**src/rtl/fu_vector_sequencer.sv**
```systemverilog
`timescale 1ns/1ps
// BIST sequencer for the 8-bit functional unit. It fetches an operand pair and an
// instruction/expected-result pair for each vector, drives the FU and counts mismatches.
module fu_vector_sequencer #(
    parameter int DATA_W  = 8,
    parameter int INSTR_W = 3,
    parameter int ADDR_W  = 10,
    parameter int NUM_VEC = 124,
    parameter int SETTLE  = 1
) (
    input  logic                clk,
    input  logic                rst_n,
    input  logic                start,
    output logic [ADDR_W-1:0]   pat_addr,
    input  logic [DATA_W-1:0]   pat_data,
    output logic [ADDR_W-2:0]   gold_addr,
    input  logic [DATA_W-1:0]   gold_data,
    input  logic [INSTR_W-1:0]  gold_instr,
    output logic [DATA_W-1:0]   fu_a,
    output logic [DATA_W-1:0]   fu_b,
    output logic [INSTR_W-1:0]  fu_instr,
    input  logic [DATA_W-1:0]   fu_f,
    output logic                busy,
    output logic                done,
    output logic                pass,
    output logic [15:0]         error_count,
    output logic                err_pulse,
    output logic [ADDR_W-2:0]   err_index,
    output logic [DATA_W-1:0]   err_got,
    output logic [DATA_W-1:0]   err_exp
);

    localparam int IDX_W = ADDR_W - 1;
    localparam int CNT_W = (SETTLE < 1) ? 1 : $clog2(SETTLE + 1);
    localparam logic [IDX_W-1:0] LAST_IDX  = IDX_W'(NUM_VEC - 1);
    localparam logic [CNT_W-1:0] SETTLE_LD = CNT_W'(SETTLE);

    typedef enum logic [2:0] {
        S_IDLE, S_RD_A, S_RD_B, S_CAP_B, S_APPLY, S_CHECK, S_DONE
    } state_t;

    state_t               r_state, w_next;
    logic [IDX_W-1:0]     r_idx;
    logic [DATA_W-1:0]    r_a_hold, r_exp;
    logic [INSTR_W-1:0]   r_instr;
    logic [CNT_W-1:0]     r_cnt;
    logic [DATA_W-1:0]    r_fu_a, r_fu_b;
    logic [INSTR_W-1:0]   r_fu_instr;
    logic                 r_done, r_pass, r_err_pulse;
    logic [15:0]          r_err_cnt;
    logic [IDX_W-1:0]     r_err_index;
    logic [DATA_W-1:0]    r_err_got, r_err_exp;
    logic                 w_odd;

    always_ff @(posedge clk or negedge rst_n) begin
        if (!rst_n) r_state <= S_IDLE;
        else        r_state <= w_next;
    end

    always_comb begin
        // NOTE: every comb output gets a default first so no path can infer a latch.
        w_next = r_state;
        case (r_state)
            S_IDLE, S_DONE: if (start) w_next = S_RD_A;
            S_RD_A:         w_next = S_RD_B;
            S_RD_B:         w_next = S_CAP_B;
            S_CAP_B:        w_next = S_APPLY;
            S_APPLY:        if (r_cnt == CNT_W'(1)) w_next = S_CHECK;
            S_CHECK:        w_next = (r_idx == LAST_IDX) ? S_DONE : S_RD_A;
            default:        w_next = S_IDLE;
        endcase
    end

    // Odd (B) address is held from RD_B through CHECK so the address only steps forward.
    always_comb begin
        busy  = 1'b1;
        w_odd = 1'b1;
        case (r_state)
            S_IDLE, S_DONE: begin busy = 1'b0; w_odd = 1'b0; end
            S_RD_A:         w_odd = 1'b0;
            default:        ;
        endcase
        pat_addr  = {r_idx, w_odd};
        gold_addr = r_idx;
    end

    always_ff @(posedge clk or negedge rst_n) begin
        if (!rst_n) begin
            r_idx       <= '0;
            r_a_hold    <= '0;
            r_exp       <= '0;
            r_instr     <= '0;
            r_cnt       <= '0;
            r_fu_a      <= '0;
            r_fu_b      <= '0;
            r_fu_instr  <= '0;
            r_done      <= 1'b0;
            r_pass      <= 1'b0;
            r_err_pulse <= 1'b0;
            r_err_cnt   <= '0;
            r_err_index <= '0;
            r_err_got   <= '0;
            r_err_exp   <= '0;
        end else begin
            r_err_pulse <= 1'b0;
            case (r_state)
                S_IDLE, S_DONE: begin
                    if (start) begin
                        r_idx       <= '0;
                        r_done      <= 1'b0;
                        r_pass      <= 1'b0;
                        r_err_cnt   <= '0;
                        r_err_index <= '0;
                        r_err_got   <= '0;
                        r_err_exp   <= '0;
                    end else if (r_state == S_DONE) begin
                        r_done <= 1'b1;
                        r_pass <= (r_err_cnt == 16'd0);
                    end
                end
                S_RD_B: begin
                    r_a_hold <= pat_data;
                    r_exp    <= gold_data;
                    r_instr  <= gold_instr;
                end
                S_CAP_B: begin
                    r_fu_a     <= r_a_hold;
                    r_fu_b     <= pat_data;
                    r_fu_instr <= r_instr;
                    r_cnt      <= SETTLE_LD;
                end
                S_APPLY: r_cnt <= r_cnt - CNT_W'(1);
                S_CHECK: begin
                    // Equality drives the match branch so an unknown fu_f lands in the mismatch branch.
                    if (fu_f == r_exp) begin
                        r_err_pulse <= 1'b0;
                    end else begin
                        r_err_pulse <= 1'b1;
                        r_err_index <= r_idx;
                        r_err_got   <= fu_f;
                        r_err_exp   <= r_exp;
                        if (r_err_cnt != 16'hFFFF) r_err_cnt <= r_err_cnt + 16'd1;
                    end
                    if (r_idx != LAST_IDX) r_idx <= r_idx + IDX_W'(1);
                end
                default: ;
            endcase
        end
    end

    assign fu_a        = r_fu_a;
    assign fu_b        = r_fu_b;
    assign fu_instr    = r_fu_instr;
    assign done        = r_done;
    assign pass        = r_pass;
    assign error_count = r_err_cnt;
    assign err_pulse   = r_err_pulse;
    assign err_index   = r_err_index;
    assign err_got     = r_err_got;
    assign err_exp     = r_err_exp;

endmodule

```
**config.mk**
```make
export PLATFORM = sky130hd
export DESIGN_NAME = fu_vector_sequencer
export DESIGN_NICKNAME = d
export VERILOG_FILES = /design/src/rtl/fu_vector_sequencer.sv
export SDC_FILE = /design/constraint.sdc
export NUM_CORES = 1
export LEC_CHECK = 0
export CORE_ASPECT_RATIO = 1.1
export CORE_MARGIN = 3
export CORE_UTILIZATION = 40
export DETAILED_ROUTE_END_ITERATION = 12
export GPL_ROUTABILITY_DRIVEN = 0
export HOLD_SLACK_MARGIN = 0.1
export PLACE_DENSITY = 0.7
export REMOVE_ABC_BUFFERS = 1
export SLEW_MARGIN = 25
export SYNTH_ARGS = -nofsm -noshare
export SYNTH_HDL_FRONTEND = slang
export SYNTH_SLANG_ARGS = --single-unit
```
**constraint.sdc**
```tcl
create_clock -name clk -period 2.4 [get_ports clk]
set_input_delay 0.48 -clock clk [delete_from_list [all_inputs] [get_ports clk]]
set_output_delay 0.48 -clock clk [all_outputs]
set_load 0.02 [all_outputs]
```
# Word-level counts from Yosys, hierarchy flattened

Cells that the tools add are included.

Register bits after elaboration: 95
Logic and storage cells: 73

$add $sub $neg: 3
Equal/unequal tests: 15
Multiplexer cells: 27
Reductions and logical operators: 12

Operator list:

| kind                  | count |
|---|---|
| $mux 16               | 3 |
| $pmux 9 s2            | 2 |
| $pmux 16 s2           | 1 |
| $pmux 8 s2            | 2 |
| $mux 9                | 3 |
| $mux 8                | 3 |
| $pmux 3 s6            | 1 |
| $add 16x1->16 const B | 1 |
| $logic_not 16->1      | 1 |
| $ne 16x16->1 const B  | 1 |
| $ne 2x2->1 const B    | 5 |
| $add 9x1->9 const B   | 1 |
| $eq 3x3->1 const B    | 3 |
| $eq 9x7->1 const B    | 1 |
| $mux 3                | 3 |
| $ne 9x7->1 const B    | 1 |
| $eq 8x8->1            | 1 |
| $mux 1                | 8 |
| $eq 3x2->1 const B    | 2 |
| $reduce_and 3->1      | 2 |
| $reduce_bool 2->1     | 3 |
| $reduce_and 2->1      | 2 |
| $reduce_and 4->1      | 1 |
| $eq 3x1->1 const B    | 1 |
| 5 further kinds       | 5 |

# Longest topological paths before layout

Word-level depth: 4
Gate-level depth with buffers: 7
Depth with buffers taken out: 6

# Worst setup path before layout

OpenSTA, ideal clock, no wires.

Path type: reg-to-reg
Start: register r_err_cnt[0], in the netlist error_count[0]
End: register r_err_cnt[7], in the netlist error_count[7]
Arrival: 1.853 ns
Required time: 2.274 ns
Setup slack: 0.421 ns
Cell stages (with the launch flop): 8
Path buffers: 1
Clock period less this slack: 1.979 ns
Cells stage by stage: dfrtp_1 ha_1 and3_1 nand3_1 or3_1 clkbuf_1 o211ai_1 a221o_1

Cells in the longest elaborated chain, start to end: 4
Elaborated cells between the ends (all ways): 7
Classes of those cells: 1 x add/sub; 2 x eq/ne; 3 x mux; 1 x reduce/logical

Ends and longest elaborated chain:

| item                     | RTL line | source |
|---|---|---|
| start: declaration       | 50       | `logic [15:0] r_err_cnt;` |
| start signal: assignment | 142      | `if (r_err_cnt != 16'hFFFF) r_err_cnt <= r_err_cnt + 16'd1;` |
| $add 16x1->16            | 142      |  |
| $mux 16                  | 142      |  |
| $mux 16                  | 135      | `if (fu_f == r_exp) begin` |
| $pmux 16 s2              | 106      | `case (r_state)` |

Several ways; a longest one is shown, not always the timed one. The select of a mux whose other input is x is not followed.
A chain may end at the register's enable or synchronous reset.

# Worst setup path after layout

Start: register r_state[2]
End: output pat_addr[0]

Cells in the longest elaborated chain, start to end: 3
Elaborated cells between the ends (all ways): 5
Classes of those cells: 2 x eq/ne; 1 x mux; 2 x reduce/logical

Ends and longest elaborated chain:

| item                               | RTL line | source |
|---|---|---|
| start: declaration                 | 42       | `state_t r_state, w_next;` |
| start signal: assignment           | 57       | `else r_state <= w_next;` |
| $eq 3x3->1 (tied with other cells) | 78       | `case (r_state)` |
| $reduce_or 3->1 (no line) *        | -        |  |
| $mux 1 *                           | 78       |  |
| end: declaration                   | 14       | `output logic [ADDR_W-1:0] pat_addr,` |

Mark *: on every way between the ends. The rest lies on a longest branch, timed or not.

==> impl_metrics.ini <==
[floorplanning]
dieHeight_um = 115
placementRows = 39
dieArea_um2 = 12100
core-area_um2 = 10500
io_pins = 113
die_w_um = 105
start_util = 0.412

[pwr]
leakage_nw = 2.49
swShare = 0.350
vdd_drop_max_mv = 0.696
p_switching_w = 0.00235
p_per_area_nw_per_um2 = 1130
seqPwrFrac = 0.370
p_clk_frac = 0.194
p_total_w = 0.00672
internal-power_w = 0.00436
p_comb_frac = 0.436

[global_route]
grt_pass1_vias = 3476
grt_max_degree = 42
grt_use_total = 0.180
gr-total-overflow = 0
grt_pass1_wl_mm = 17.5
antenna_found_initial = 0

[cts]
cts-root-buf = clkbuf_16
cts_max_path_buffers = 2
clkTransAtPathRegs_ns = 0.06
clock_latency_ns = 0.33
tritoncts = built
cts_setup_buffers = 0
cts.sinks = 95
h-tree-depth = 3
cts_hold_buffers = 0
cts_made_buffers = 9

[worst_setup_path]
critPathMaxStageDelay_ns = 0.62
reg2regPathDepth = 7
worstPathCellList = nor2b_2 -> o21bai_1 -> clkdlybuf4s50_1
cp-start-kind = register
crit_path_max_fanout = 9
critPathArrivalTime_ns = 1.80
criticalPathCategory = register to output pin
crit_required_ns = 1.92
endpoint_kind = output pin
cp_slowest_cell = clkdlybuf4s50_1

[timing]
min_period_ns = 2.28
relSlewSlack = 0.636
hold_viol = 0
fin_worst_skew_ns = 0.00663
rsz0062_at_grt = false
tns_ns = 0
drv_slew = 0
fin_crit_sh = 0.952
fmax_mhz = 438
worst_pin_slew_ns = 0.545
finalSetupViolCount = 0

[synth]
ys.flop_type = dfrtp_1
ys_types = 53
synthCells = 371
syn-cell-area_um2 = 4320
syn_area_per_cell_um2 = 11.7
synth-seq-cells = 95
yosysWarnings = 0
seq_area_frac_synth = 0.550
synth_edf_count = 0
async_flop_share = 1.00

[placed_design]
hpwl_mm = 7.44
numPortBuffers = 112

[drt]
drtIter0Drc = 164
avgRoutedWirePerCell_um = 16.5
route.vias.total = 3393
dr.pass1.iters = 5
ant_nets = 0
drt-total-wl_mm = 10.4
avgViaCountPerCell = 5.38
drc = 0

[min_path]
hold_class = primary input to async pin

[run]
cap_violations = 0

[finish]
diodes = 0
layout_common_cells = 110 x clkdlybuf4s50_1, 93 x dfrtp_1, 38 x mux2_2, 25 x a22o_1, 22 x nand2_1
syn_to_final_growth_pct = 36.9
fin_nets = 518
final_common_cell = clkdlybuf4s50_1
layout-drive-gt1-share = 0.170

[outcome]
status = finished, final reports clean
## synthesized netlist by cell type (2+ instances only)
master / n / area share
nor4_1: 2 / 0.0029
a22o_1: 25 / 0.051
nand4_1: 6 / 0.0087
dfrtp_1: 95 / 0.55
a31oi_1: 19 / 0.027
nand3_1: 8 / 0.0093
o22ai_1: 2 / 0.0029
o31ai_1: 2 / 0.0035
a221oi_1: 2 / 0.0041
a41oi_1: 3 / 0.0061
a21boi_1: 2 / 0.0035
nor2_1: 12 / 0.010
a21oi_1: 12 / 0.014
o21ai_0: 8 / 0.0093
xnor2_1: 8 / 0.016
inv_1: 8 / 0.0069
nand2_1: 22 / 0.019
clkbuf_1: 8 / 0.0069
buf_2: 10 / 0.012
and3_1: 7 / 0.010
and4_1: 3 / 0.0061
nor2b_1: 4 / 0.0058
mux2i_1: 2 / 0.0046
or4_1: 4 / 0.0069
ha_1: 3 / 0.0087
nand2b_1: 4 / 0.0058
and2_1: 3 / 0.0043
mux2_2: 38 / 0.099
o21ai_2: 2 / 0.0041
or3_1: 3 / 0.0043
o21ai_1: 2 / 0.0023
o41ai_1: 2 / 0.0041
buf_4: 10 / 0.017
o21a_1: 5 / 0.0087
nor3_1: 5 / 0.0058
o211ai_1: 3 / 0.0052
## metrics by stage
step	instances	hold WS, ns	instance area, um2	setup WS [ns]	util
floorplan	341	0.184	4150	0.160	-
global placement	617	0.482	5650	0.0388	0.538
detailed placement	617	0.483	5650	0.0273	0.538
CTS	631	0.138	5920	0.00904	0.564
global route	631	0.156	5920	0.0240	0.564
finish	631	0.125	5920	0.116	0.564
## power groups by stage
stage / Combinational, W / Clock [W] / Sequential, W
floorplan: 0.00122 / 0 / 0.00285
global placement: 0.00290 / 0 / 0.00248
detailed placement: 0.00296 / 0 / 0.00250
CTS: 0.00296 / 0.00135 / 0.00249
global route: 0.00317 / 0.00142 / 0.00256
finish: 0.00293 / 0.00130 / 0.00249
## area by class of cell
cell class / count / area (um2)
Fill cell: 879 / 4570
Sequential cell: 95 / 2380
Multi-Input combinational cell: 238 / 1750
Timing Repair Buffer: 133 / 1310
Clock buffer: 13 / 260
Tap cell: 143 / 179
Inverter: 8 / 30.0
Clock inverter: 1 / 5.00
## critical path, delay by kind of cell (launching register included)
family	cells	cell delay [ns]
buffers and inverters	1	0.62
DFF	1	0.44
and+or+nand+nor	1	0.25
AOI/OAI and AO/OA	1	0.16
## metal layers
metal	wire length (um)	GRT usage
met1	4410	0.229
met2	5030	0.288
met3	891	0.0691
met4	77	0.0525
met5	0	0
## final timing paths
path	startpoint	endpoint	slack, ns
min in group clk	err_index[1]	err_index[1]	0.50
min	rst_n	r_a_hold[0]	0.12
max reg2reg	error_count[1]	error_count[13]	0.43
max	r_state[2]	pat_addr[0]	0.12
min reg2reg	err_index[1]	err_index[1]	0.50
max in group asynchronous	rst_n	r_state[2]	1.61
## repair_timing
action	CTS	global route
setup endpoints to repair	2	1
endpoints found under the hold margin	0	0
resized for setup	2	2
## flip-flops by register name, indices dropped and copies added, names as in the netlist, 3 cells and up
| signal | cells |
|---|---|
| error_count | 16 |
| err_index | 9 |
| gold_addr | 9 |
| err_got | 8 |
| err_exp | 8 |
| fu_b | 8 |
| r_a_hold | 8 |
| r_instr | 3 |
| r_exp | 8 |
| fu_a | 8 |
| fu_instr | 3 |
| r_state | 3 |
## logic make-up after synthesis
kind of cell | count (synthesis) | synth area share
AO/OA/AOI/OAI | 96 | 0.161
XOR/XNOR | 9 | 0.0182
adder cells (fa/ha/maj) | 3 | 0.00868
buffers and inverters | 38 | 0.0463
flip-flops | 95 | 0.550
multiplexers | 40 | 0.104
AND/OR/NAND/NOR | 90 | 0.112
Note: power is estimated with default switching activity, not from simulation.
==> RTL change, RTL diff (config.mk and constraints unchanged) <==
Set the parameter `NUM_VEC` to 64 (it was 124).
--- a/src/rtl/fu_vector_sequencer.sv
+++ b/src/rtl/fu_vector_sequencer.sv
@@ -5,7 +5,7 @@
     parameter int DATA_W  = 8,
     parameter int INSTR_W = 3,
     parameter int ADDR_W  = 10,
-    parameter int NUM_VEC = 124,
+    parameter int NUM_VEC = 64,
     parameter int SETTLE  = 1
 ) (
     input  logic                clk,
Function: no difference found for any inputs over 10 cycles, from zero or initial values and one cycle with rst_n low; that may be too few to reach the edited logic, so the function may still have changed.
==> RTL change against the original RTL <==
Cell count is 2.4% higher; final area is 2.2% higher; critical path depth stayed put; count of clock-buffer cells in the layout is 4 lower; area after synthesis is 0.35% lower; power is 0.59% lower; global-route usage is 0.13 points higher; sequential cell count stayed put; worst setup slack worse by 0.045 ns; routed wire length is 3.4% higher.
==> RTL change: results (changes against the original RTL) <==
* Outcome: complete, no violations (unchanged)
* Final Net Count at 532 (was 518)
* Cell total after placement at 631 (was 617)
* Max transition margin at 66.3% (was 63.6%)
* Pre-antenna DRT Iters at 4 (was 5)
* Synth top area cells: dfrtp_1 (55%), mux2_2 (9.9%), a22o_1 (5.3%) (was dfrtp_1 (55%), mux2_2 (9.9%), a22o_1 (5.1%))
* Hold crit path type: input pin to asynchronous set/reset pin (unchanged)
* Post-route cell area at 6050 sq um (was 5920 sq um)
* Sequential cell area at 2380 sq um (about the same)
* Port bufs at 112 (unchanged)
* Finished Layout Cells at 646 (was 631)
* Post-CTS Setup Bufs at 0 (unchanged)
* Internal at 0.00435 W (was 0.00436 W)
* Num CTS Buffers at 9 (unchanged)
* Syn Inst Count at 366 (was 371)
* Avg Vias per Cell at 5.39 (was 5.38)
* Largest register FFs at 16 (unchanged)
* Largest stage delay, worst path at 0.54 ns (was 0.62 ns)
* Max Slew Vio Count at 0 (unchanged)
* Reg2Reg Depth at 5 (was 7)
* Layout cell share with drive strength beyond 1 at 20.5% (was 17.0%)
* Antenna violations before repair at 0 (unchanged)
* Crit-path slowest cell: clkdlybuf4s50_1 (unchanged)
* Worst-path clk slew at 0.06 ns (about the same)
* CTS Buffer Depth at 2 (unchanged)
* Count of cell types in the netlist at 57 (was 53)
* Max IR drop VDD at 0.601 mV (was 0.696 mV)
* Place WS at -0.0852 ns (was 0.0273 ns)
* Inverters, non-clock at 9 (was 8)
* Clock root buffer: clkbuf_16 (unchanged)
* Multi-input gate area at 1770 sq um (was 1750 sq um)
* Buffering overhead at 23.0% (was 22.2%)
* Hpwl dp at 7650 microns (was 7440 microns)
* Leak at 2.59 nW (was 2.49 nW)
* Vias in the first global route at 3505 (was 3476)
* Antenna fix cells at 0 (unchanged)
* Sequential cell area fraction in the yosys report at 55.2% (was 55.0%)
* Gr usage total at 18.1% (was 18.0%)
* Multi-input comb cells at 237 (was 238)
* Starting DRT DRC Count at 162 (was 164)
* First-pass GRT wire length at 17600 microns (was 17500 microns)
* Mapped Area at 4310 sq um (was 4320 sq um)
* Dpl cell area at 5750 sq um (was 5650 sq um)
* Count of flip-flops and latches at 95 (unchanged)
* CP arrival at 1.85 ns (was 1.80 ns)
* Non-Clock Buffer Count at 147 (was 133)
* Post-synth top cells: dfrtp_1 (95), mux2_2 (38), a22o_1 (26) (was dfrtp_1 (95), mux2_2 (38), a22o_1 (25))
* WL final at 10800 microns (was 10400 microns)
* Critical Path Fanout Max at 6 (was 9)
* Crit-path leading delay family: simple AND/OR/NAND/NOR gates (was buffers and inverters)
* Clock-cell share at 4.86% (was 4.48%)
* Filler cell count at 924 (was 879)
* FFs w/ async S/R, synth at 100% (unchanged)
* Max Clock Skew at 0.00722 ns (was 0.00663 ns)
* Ys Warns at 0 (unchanged)
* Largest net degree at the start of global routing at 41 (was 42)
* Post-cts sizing count at 0 (was 2)
* CTS H-tree depth at 3 (unchanged)
-- RTL change: changes by cell type in the layout (fill, tap and decap cells not counted), sizes merged, moves of 5 or more --
cell	unedited run	this run
o21ai	12	20
nand2	22	15
xnor2	8	0
nor2	13	19
xor2	1	9
a31oi	19	10
buf	22	36
o21a	5	0
-- RTL change: through the flow --
step	hold WS, ns	total power [W]
floorplan	0.184	0.00392
global placement	0.484	0.00523
detailed placement	0.484	0.00529
CTS	0.123	0.00675
global route	0.135	0.00709
finish	0.112	0.00668
-- RTL change: power by group through the flow --
stage / clock, W / combinational, W / sequential [W]
after floorplan: 0 / 0.00117 / 0.00274
after global placement: 0 / 0.00282 / 0.00241
after detailed placement: 0 / 0.00286 / 0.00243
after CTS: 0.00146 / 0.00288 / 0.00241
after global routing: 0.00153 / 0.00308 / 0.00248
final: 0.00142 / 0.00284 / 0.00241
-- RTL change: kinds of logic after synthesis --
family,count (synthesis),synth area share (%)
simple gates,97,13.0
flops,95,55.2
compound gates,88,14.7
mux,40,10.4
buf+inv,34,4.09
xor+xnor,9,1.83
fa+ha+maj,3,0.871
-- RTL change: metal layers --
| metal | vias up | wire length [microns] | GRT usage, % |
|---|---|---|---|
| met2 | 111 | 5070 | 28.3 |
| met5 | - | 0 | 0 |
| met1 | 1744 | 4850 | 24.5 |
| met4 | 0 | 125 | 5.60 |
| li1 | 1613 | - | - |
| met3 | 12 | 710 | 5.39 |
-- RTL change: worst paths after layout --
path                                  from        endpoint  slack, ns
worst max-delay path            r_state[2]            busy       0.07
worst min-delay path                 rst_n     fu_instr[1]       0.11
worst max register to register  r_state[0]  error_count[7]       0.27
worst min register to register  err_exp[5]      err_exp[5]       0.50
max in group asynchronous            rst_n      err_exp[0]       1.56
min in group clk                err_exp[5]      err_exp[5]       0.50
